$ cat config.mk
export PLATFORM = sky130hd
export DESIGN_NAME = pattern_lock_fsm
export DESIGN_NICKNAME = d
export VERILOG_FILES = /design/src/rtl/pattern_lock_fsm.sv
export SDC_FILE = /design/constraint.sdc
export NUM_CORES = 1
export LEC_CHECK = 0
export ABC_AREA = 1
export ABC_CLOCK_PERIOD_IN_PS = 2200
export CAP_MARGIN = 25
export CORE_MARGIN = 10
export CORE_UTILIZATION = 54
export DETAILED_ROUTE_END_ITERATION = 12
export PLACE_DENSITY = 0.91
export SYNTH_ARGS = -nofsm -noshare
export SYNTH_HDL_FRONTEND = slang
export SYNTH_SLANG_ARGS = --single-unit
export TNS_END_PERCENT = 100
$ cat constraint.sdc
create_clock -name clk_i -period 2.2 [get_ports clk_i]
set_input_delay 0.33 -clock clk_i [delete_from_list [all_inputs] [get_ports clk_i]]
set_output_delay 0.33 -clock clk_i [all_outputs]
set_load 0.01 [all_outputs]
$ cat src/rtl/pattern_lock_fsm.sv
// Link-alignment state machine: hunts for a pattern in the decoder's match flags,
// verifies it over LOCK_CNT hits, and tolerates up to UNLOCK_CNT-1 consecutive misses once locked.
module pattern_lock_fsm #(
    parameter int NUM_PATTERNS = 4,
    parameter int LOCK_CNT     = 4,
    parameter int UNLOCK_CNT   = 3,
    parameter int ERR_W        = 16
) (
    input  logic                            clk_i,
    input  logic                            rstn_clk_ni,
    input  logic [NUM_PATTERNS-1:0]         match_i,
    input  logic                            valid_i,
    input  logic                            resync_i,
    input  logic                            err_clr_i,
    output logic                            locked_o,
    output logic [$clog2(NUM_PATTERNS)-1:0] pattern_idx_o,
    output logic                            lock_acq_o,
    output logic                            lock_lost_o,
    output logic [ERR_W-1:0]                err_cnt_o
);

    localparam int IDX_W   = $clog2(NUM_PATTERNS);
    localparam int CNT_MAX = (LOCK_CNT > UNLOCK_CNT) ? LOCK_CNT : UNLOCK_CNT;
    localparam int CNT_W   = $clog2(CNT_MAX + 1);
    localparam logic [CNT_W-1:0] LOCK_LAST   = CNT_W'(LOCK_CNT - 1);
    localparam logic [CNT_W-1:0] UNLOCK_LAST = CNT_W'(UNLOCK_CNT - 1);

    typedef enum logic [1:0] {HUNT, VERIFY, LOCKED, FLYWHEEL} state_t;

    state_t           state;
    logic [CNT_W-1:0] hit_cnt;
    logic [CNT_W-1:0] miss_cnt;
    logic             hit;

    function automatic logic [IDX_W-1:0] lowest_idx(input logic [NUM_PATTERNS-1:0] m);
        lowest_idx = '0;
        for (int k = NUM_PATTERNS - 1; k >= 0; k--)
            if (m[k]) lowest_idx = IDX_W'(k);
    endfunction

    function automatic logic [ERR_W-1:0] sat_inc(input logic [ERR_W-1:0] v);
        sat_inc = (&v) ? v : v + 1'b1;
    endfunction

    // pattern_idx_o doubles as the candidate register
    assign hit = match_i[pattern_idx_o];

    always_ff @(posedge clk_i or negedge rstn_clk_ni) begin
        if (!rstn_clk_ni) begin
            state         <= HUNT;
            hit_cnt       <= '0;
            miss_cnt      <= '0;
            pattern_idx_o <= '0;
            locked_o      <= 1'b0;
            lock_acq_o    <= 1'b0;
            lock_lost_o   <= 1'b0;
            err_cnt_o     <= '0;
        end else begin
            lock_acq_o  <= 1'b0;
            lock_lost_o <= 1'b0;
            if (resync_i) begin
                state       <= HUNT;
                hit_cnt     <= '0;
                miss_cnt    <= '0;
                locked_o    <= 1'b0;
                lock_lost_o <= locked_o;
            end else if (valid_i) begin
                case (state)
                    HUNT: begin
                        if (|match_i) begin
                            pattern_idx_o <= lowest_idx(match_i);
                            hit_cnt       <= CNT_W'(1);
                            if (LOCK_CNT == 1) begin
                                state      <= LOCKED;
                                locked_o   <= 1'b1;
                                lock_acq_o <= 1'b1;
                            end else begin
                                state <= VERIFY;
                            end
                        end
                    end
                    VERIFY: begin
                        if (hit) begin
                            hit_cnt <= hit_cnt + 1'b1;
                            if (hit_cnt == LOCK_LAST) begin
                                state      <= LOCKED;
                                locked_o   <= 1'b1;
                                lock_acq_o <= 1'b1;
                            end
                        end else begin
                            state   <= HUNT;
                            hit_cnt <= '0;
                        end
                    end
                    LOCKED: begin
                        if (!hit) begin
                            err_cnt_o <= sat_inc(err_cnt_o);
                            if (UNLOCK_CNT == 1) begin
                                state       <= HUNT;
                                hit_cnt     <= '0;
                                locked_o    <= 1'b0;
                                lock_lost_o <= 1'b1;
                            end else begin
                                state    <= FLYWHEEL;
                                miss_cnt <= CNT_W'(1);
                            end
                        end
                    end
                    FLYWHEEL: begin
                        if (hit) begin
                            state    <= LOCKED;
                            miss_cnt <= '0;
                        end else begin
                            err_cnt_o <= sat_inc(err_cnt_o);
                            if (miss_cnt == UNLOCK_LAST) begin
                                state       <= HUNT;
                                hit_cnt     <= '0;
                                miss_cnt    <= '0;
                                locked_o    <= 1'b0;
                                lock_lost_o <= 1'b1;
                            end else begin
                                miss_cnt <= miss_cnt + 1'b1;
                            end
                        end
                    end
                    default: state <= HUNT;
                endcase
            end
            // Clear takes priority over any increment made above
            if (err_clr_i) err_cnt_o <= '0;
        end
    end

endmodule
# Yosys cells after proc, flatten, opt, wreduce, memory -nomap -nowiden
# Index checks and enable logic that the tools add are counted.
[classes]
add_sub_neg = 3
n_bitwise = 1
muxes = 51
eq_ne = 16
magnitude_cmp = 1
reduce_logical = 16
[op_table]
columns = ["cell", "count"]
rows = [
  ["two-way mux 16 bit", 6],
  ["two-way mux 3 bit", 11],
  ["two-way mux 2 bit", 12],
  ["!= test 3 bit (second input constant)", 6],
  ["two-way mux 1 bit", 17],
  ["adder 16 x 1 -> 16 bit (second input constant)", 1],
  ["AND reduction 16 bit", 1],
  ["AND reduction 5 bit", 3],
  ["one-hot mux 3 bit (3 select lines)", 1],
  ["!= test 4 bit (second input constant)", 2],
  ["one-hot mux 2 bit (4 select lines)", 1],
  ["adder 3 x 1 -> 3 bit (second input constant)", 2],
  ["== test 3 x 2 -> 1 bit (second input constant)", 2],
  ["one-hot mux 3 bit (2 select lines)", 1],
  ["AND reduction 6 bit", 1],
  ["nonzero test 2 bit", 3],
  ["nonzero test 3 bit", 2],
  ["== test 2 bit (second input constant)", 2],
  ["!= test 2 bit (second input constant)", 2],
  ["AND reduction 4 bit", 1],
  ["nonzero test 4 bit", 1],
  ["OR reduction 4 bit", 1],
  ["< comparator 2 x 3 -> 1 bit (second input constant)", 1],
  ["AND reduction 3 bit", 1],
  ["7 further kinds", 7],
]
[totals]
inputBits = 9
elab_cells = 96
register_bits = 29
out_inout_bits = 21

# Depth between registers and ports, before layout
[logic_depth]
ltp_word = 7
mapped_depth = 11
mapped_depth_nobuf = 10

# Worst setup path after synthesis
# No wires, ideal clock.
[synth_timing]
path_type = "flip-flop to flip-flop"
start = "register err_cnt_o[0]"
end = "register err_cnt_o[10]"
path_slack_ps = 580
n_path_buf = 1
arrival_time_ps = 1503
path_stages_with_launch = 12
path_cell_list = "dfrtp_1 ha_1 nand2_2 nor2_4 nand3_2 nor2_2 nand2_1 nand2_4 nand2_4 buf_6 nand2_1 nand2_1"
[synth_via]
elab_chain_cells = 7
elab_cells_between_ends = 10
classes_between = "1 x add/sub; 1 x eq/ne; 6 x mux; 2 x reduce/logical"
[synth_rtl]
columns = ["element", "line", "source"]
rows = [
  ["start, declared", "19", "output logic [ERR_W-1:0] err_cnt_o"],
  ["start signal, assigned", "97", "err_cnt_o <= sat_inc(err_cnt_o);"],
  ["start signal, assigned", "114", "err_cnt_o <= sat_inc(err_cnt_o);"],
  ["adder 16 x 1 -> 16 bit", "42", "sat_inc = (&v) ? v : v + 1'b1;"],
  ["two-way mux 16 bit", "42", ""],
  ["two-way mux 16 bit", "96, 110", ""],
  ["two-way mux 16 bit", "-", ""],
  ["two-way mux 16 bit", "67", "end else if (valid_i) begin"],
  ["two-way mux 16 bit", "61", "if (resync_i) begin"],
  ["two-way mux 16 bit", "130", "if (err_clr_i) err_cnt_o <= '0;"],
]
# Parallel ways exist; a longest one is shown, timed or not. The select of a mux whose other input is x is not followed.
# A chain may end at the register's enable or synchronous reset.

# Final worst setup path
[layout_timing]
start = "register err_cnt_o[0]"
end = "register err_cnt_o[11]"
# The elaborated chain is that of the path after synthesis.

==> flow_summary_export.csv <==
group,metric,value,unit
sta,worstMarginPinSlew,0.506,ns
placement,placed_cells,369,
critical_path,cp-startpoint,"err_cnt_o[0]$_DFFE_PN0P_",
sta,timing.fmax,0.540,GHz
detailed_routing,drcViolationCount,0,
cts,post_cts_hold_buffer_count,0,
critical_path,timing.reg2reg.worst_path_depth,10,
sta,drv_slew,0,
detailed_routing,detailedRoute.firstPassIterationCount,4,
placement,finalWeightedCongestion,0.924,
global_routing,number_of_antenna_violations_at_the_first_check_in_global_routing,0,
critical_path,reg2reg_to,"err_cnt_o[11]$_DFFE_PN0P_",
finish,antennaDiodeCount,0,
cts,cts.sinks,29,
critical_path,category_of_cells_accounting_for_the_largest_share_of_critical_path_delay,"simple AND/OR/NAND/NOR gates",
cts,post-cts-setup-buffer-count,0,
finish,drive_above_1_share,6.99,%
detailed_routing,viasPerCell,5.35,
global_routing,grt_first_pass_wirelength,8060,µm
die,die_h,80.3,µm
critical_path,critPathLaunchType,"register",
detailed_routing,wirelength_per_cell,12.3,µm
critical_path,reg2reg_from,"err_cnt_o[0]$_DFFE_PN0P_",
placement,post-dp-hpwl,3470,µm
cts,cts_tree,"done",
critical_path,timing.critical_path.fanout_max,17,
cts,cts.root.buffer_cell,"sky130_fd_sc_hd__clkbuf_4",
synth,yosys_register_bits,29,
power_and_ir_drop,pwr_density_cell,627,mW/mm²
critical_path,critPathMostFrequentCell,"sky130_fd_sc_hd__nand2_1",
flow_run,maxCapViolCount,0,
finish,instances_no_fill,375,
cts,ctsLongestPathBuffers,2,
sta,finalWorstPathRequiredPeriod,1.85,ns
synth,dominantRegCellSynth,"sky130_fd_sc_hd__dfrtp_1",
critical_path,cp_num_buf_inv,0,
power_and_ir_drop,leakage,1.08,nW
die,floorplan.core_area,0.00342,mm²
global_routing,grt_pass1_vias,1924,
power_and_ir_drop,power.ir.vdd_worst,0.591,mV
detailed_routing,detail_route.wirelength,4620,µm
placement,io_buffers,29,
critical_path,critical_path_arrival,2.07,ns
critical_path,cp_depth,10,
global_routing,maximum_number_of_pins_on_one_net_before_global_route_repair,30,
synth,syn_nets,310,
global_routing,grt_remaining_overflow,0,
critical_path,max_stage_delay,0.45,ns
sta,finalClockSkew,0.0158,ns
cts,cts_inserted_buffers,5,
detailed_routing,antenna_viol_nets_final,0,
finish,layout_commonest_cell,"sky130_fd_sc_hd__nand2_1",
synth,syn-cell-area,0.00196,mm²
sta,finalSetupTns,0,ns
die,floorplan.initialDensity,57.5,%
critical_path,r2r_setup_slack,0.35,ns
die,pin_count,30,
finish,layout_common_cells,"sky130_fd_sc_hd__nand2_1, sky130_fd_sc_hd__nor2_1, sky130_fd_sc_hd__nand3_1",
global_routing,grt_total_usage,15.1,%
detailed_routing,via_count,2007,
synth,yosys_warnings,0,
critical_path,endpoint_kind,"register",
synth,synth_cell_type_count,28,
die,row_count,21,
min_path,hold_class,"primary input to async pin",
sta,unrepaired_setup_endpoints_after_global_routing,"false",
finish,fin_nets,342,
cts,post_cts_resized,0,
cts,clock_tree.htree_level_count,2,
synth,sequential_to_total_area_share_from_yosys_stat,36.9,%
finish,syn_to_final_growth,18.7,%
die,die_area,0.00645,mm²
synth,postSynthAreaPerCell,6.59,µm²
synth,synth-async-reset-ratio,100,%
sta,final_hold_viols,0,
outcome,run_status,"finished, final reports clean",
critical_path,cp_cell_instances,"ha_1, nand2_2, nor2_4, nand3_2, nor2_2, nand2_1, nand2_4, nand2_4, nand2_1, nand2_1",
sta,setup_viol_count_final,0,
sta,final.period_utilization,84.1,%
cts,clock_pin_slew_of_the_registers_on_the_worst_case_setup_and_hold_paths,0.09,ns
finish,layout.filler_cells,287,
critical_path,critical_path_required,2.42,ns
cts,clock_insertion_delay_worst_skew,0.33,ns
detailed_routing,drt_iter0_markers,131,
critical_path,critPathSlowestCell,"sky130_fd_sc_hd__dfrtp_1",
critical_path,criticalPathCategory,"register to register",
synth,synthesis.instances,298,
die,die_width,80.3,µm
synth,synth_edf_count,0,
sta,slew-limit-headroom,66.2,%
## routing by layer
| layer | part of all wire [%] | GRT usage, % | wire (µm) |
|---|---|---|---|
| met2 | 48 | 24.9 | 2220 |
| met3 | 7.5 | 3.90 | 345 |
| met4 | 0.26 | 5.99 | 12 |
| met1 | 44 | 18.2 | 2040 |
| met5 | 0 | 0 | 0 |
## cell usage after synthesis (all sizes together), types with 2 or more instances
cell      n  area, µm²
nand2   110        438
nor2     45        186
nand3    32        170
inv      31        116
dfrtp    29        726
o21ai    11       55.1
a21oi     7       35.0
buf       6       42.5
nand4     6       37.5
ha        3       37.5
nor3      3       15.0
o31ai     3       22.5
xor2      3       26.3
o21bai    2       15.0
## cell type report
type	count	area [µm²]	share of cell area, %
Timing Repair Buffer	32	313	13.4
Tap cell	46	57.6	2.47
Multi-Input combinational cell	230	1070	46.0
Clock buffer	5	37.5	1.61
Clock inverter	1	5.00	0.215
Sequential cell	29	726	31.1
Inverter	32	120	5.15
## logic make-up after synthesis
group | count (synthesis) | synth area share [%]
compound gates | 25 | 7.20
xor+xnor | 3 | 1.34
fa+ha+maj | 3 | 1.91
buf+inv | 39 | 8.47
flops | 29 | 36.9
simple gates | 199 | 44.1
## metrics by stage
stage / hold slack (ns) / power [W] / utilization, % / setup WS [ns] / instance area [µm²]
detailed placement: 0.486 / 0.00119 / 67.0 / 0.128 / 2290
global placement: 0.474 / 0.00118 / 67.0 / 0.212 / 2290
CTS: 0.394 / 0.00147 / 68.2 / 0.366 / 2330
global route: 0.414 / 0.00157 / 68.2 / 0.157 / 2330
floorplan: 0.0344 / 0.00101 / - / 0.580 / 1960
finish: 0.384 / 0.00146 / 68.2 / 0.350 / 2330
## flip-flops by register name, indices dropped and copies added (netlist names)
signal	flops
err_cnt_o	16
hit_cnt	3
miss_cnt	3
pattern_idx_o	2
state	2
lock_acq_o	1
lock_lost_o	1
locked_o	1
## where the power goes
part           internal, W  switching, W  total (W)
sequential        0.000603     0.0000862   0.000689
clock             0.000110      0.000171   0.000281
combinational     0.000191      0.000300   0.000491
## how the worst max path moves through the flow
stage | endpoint | slack [ns]
CTS | err_cnt_o[11]$_DFFE_PN0P_ | 0.37
finish | err_cnt_o[11]$_DFFE_PN0P_ | 0.35
global route | err_cnt_o[2]$_DFFE_PN0P_ | 0.16
detailed placement | err_cnt_o[11]$_DFFE_PN0P_ | 0.13
floorplan | err_cnt_o[10]$_DFFE_PN0P_ | 0.58
global placement | err_cnt_o[10]$_DFFE_PN0P_ | 0.21
No activity file was read; power rests on OpenSTA's default activity.
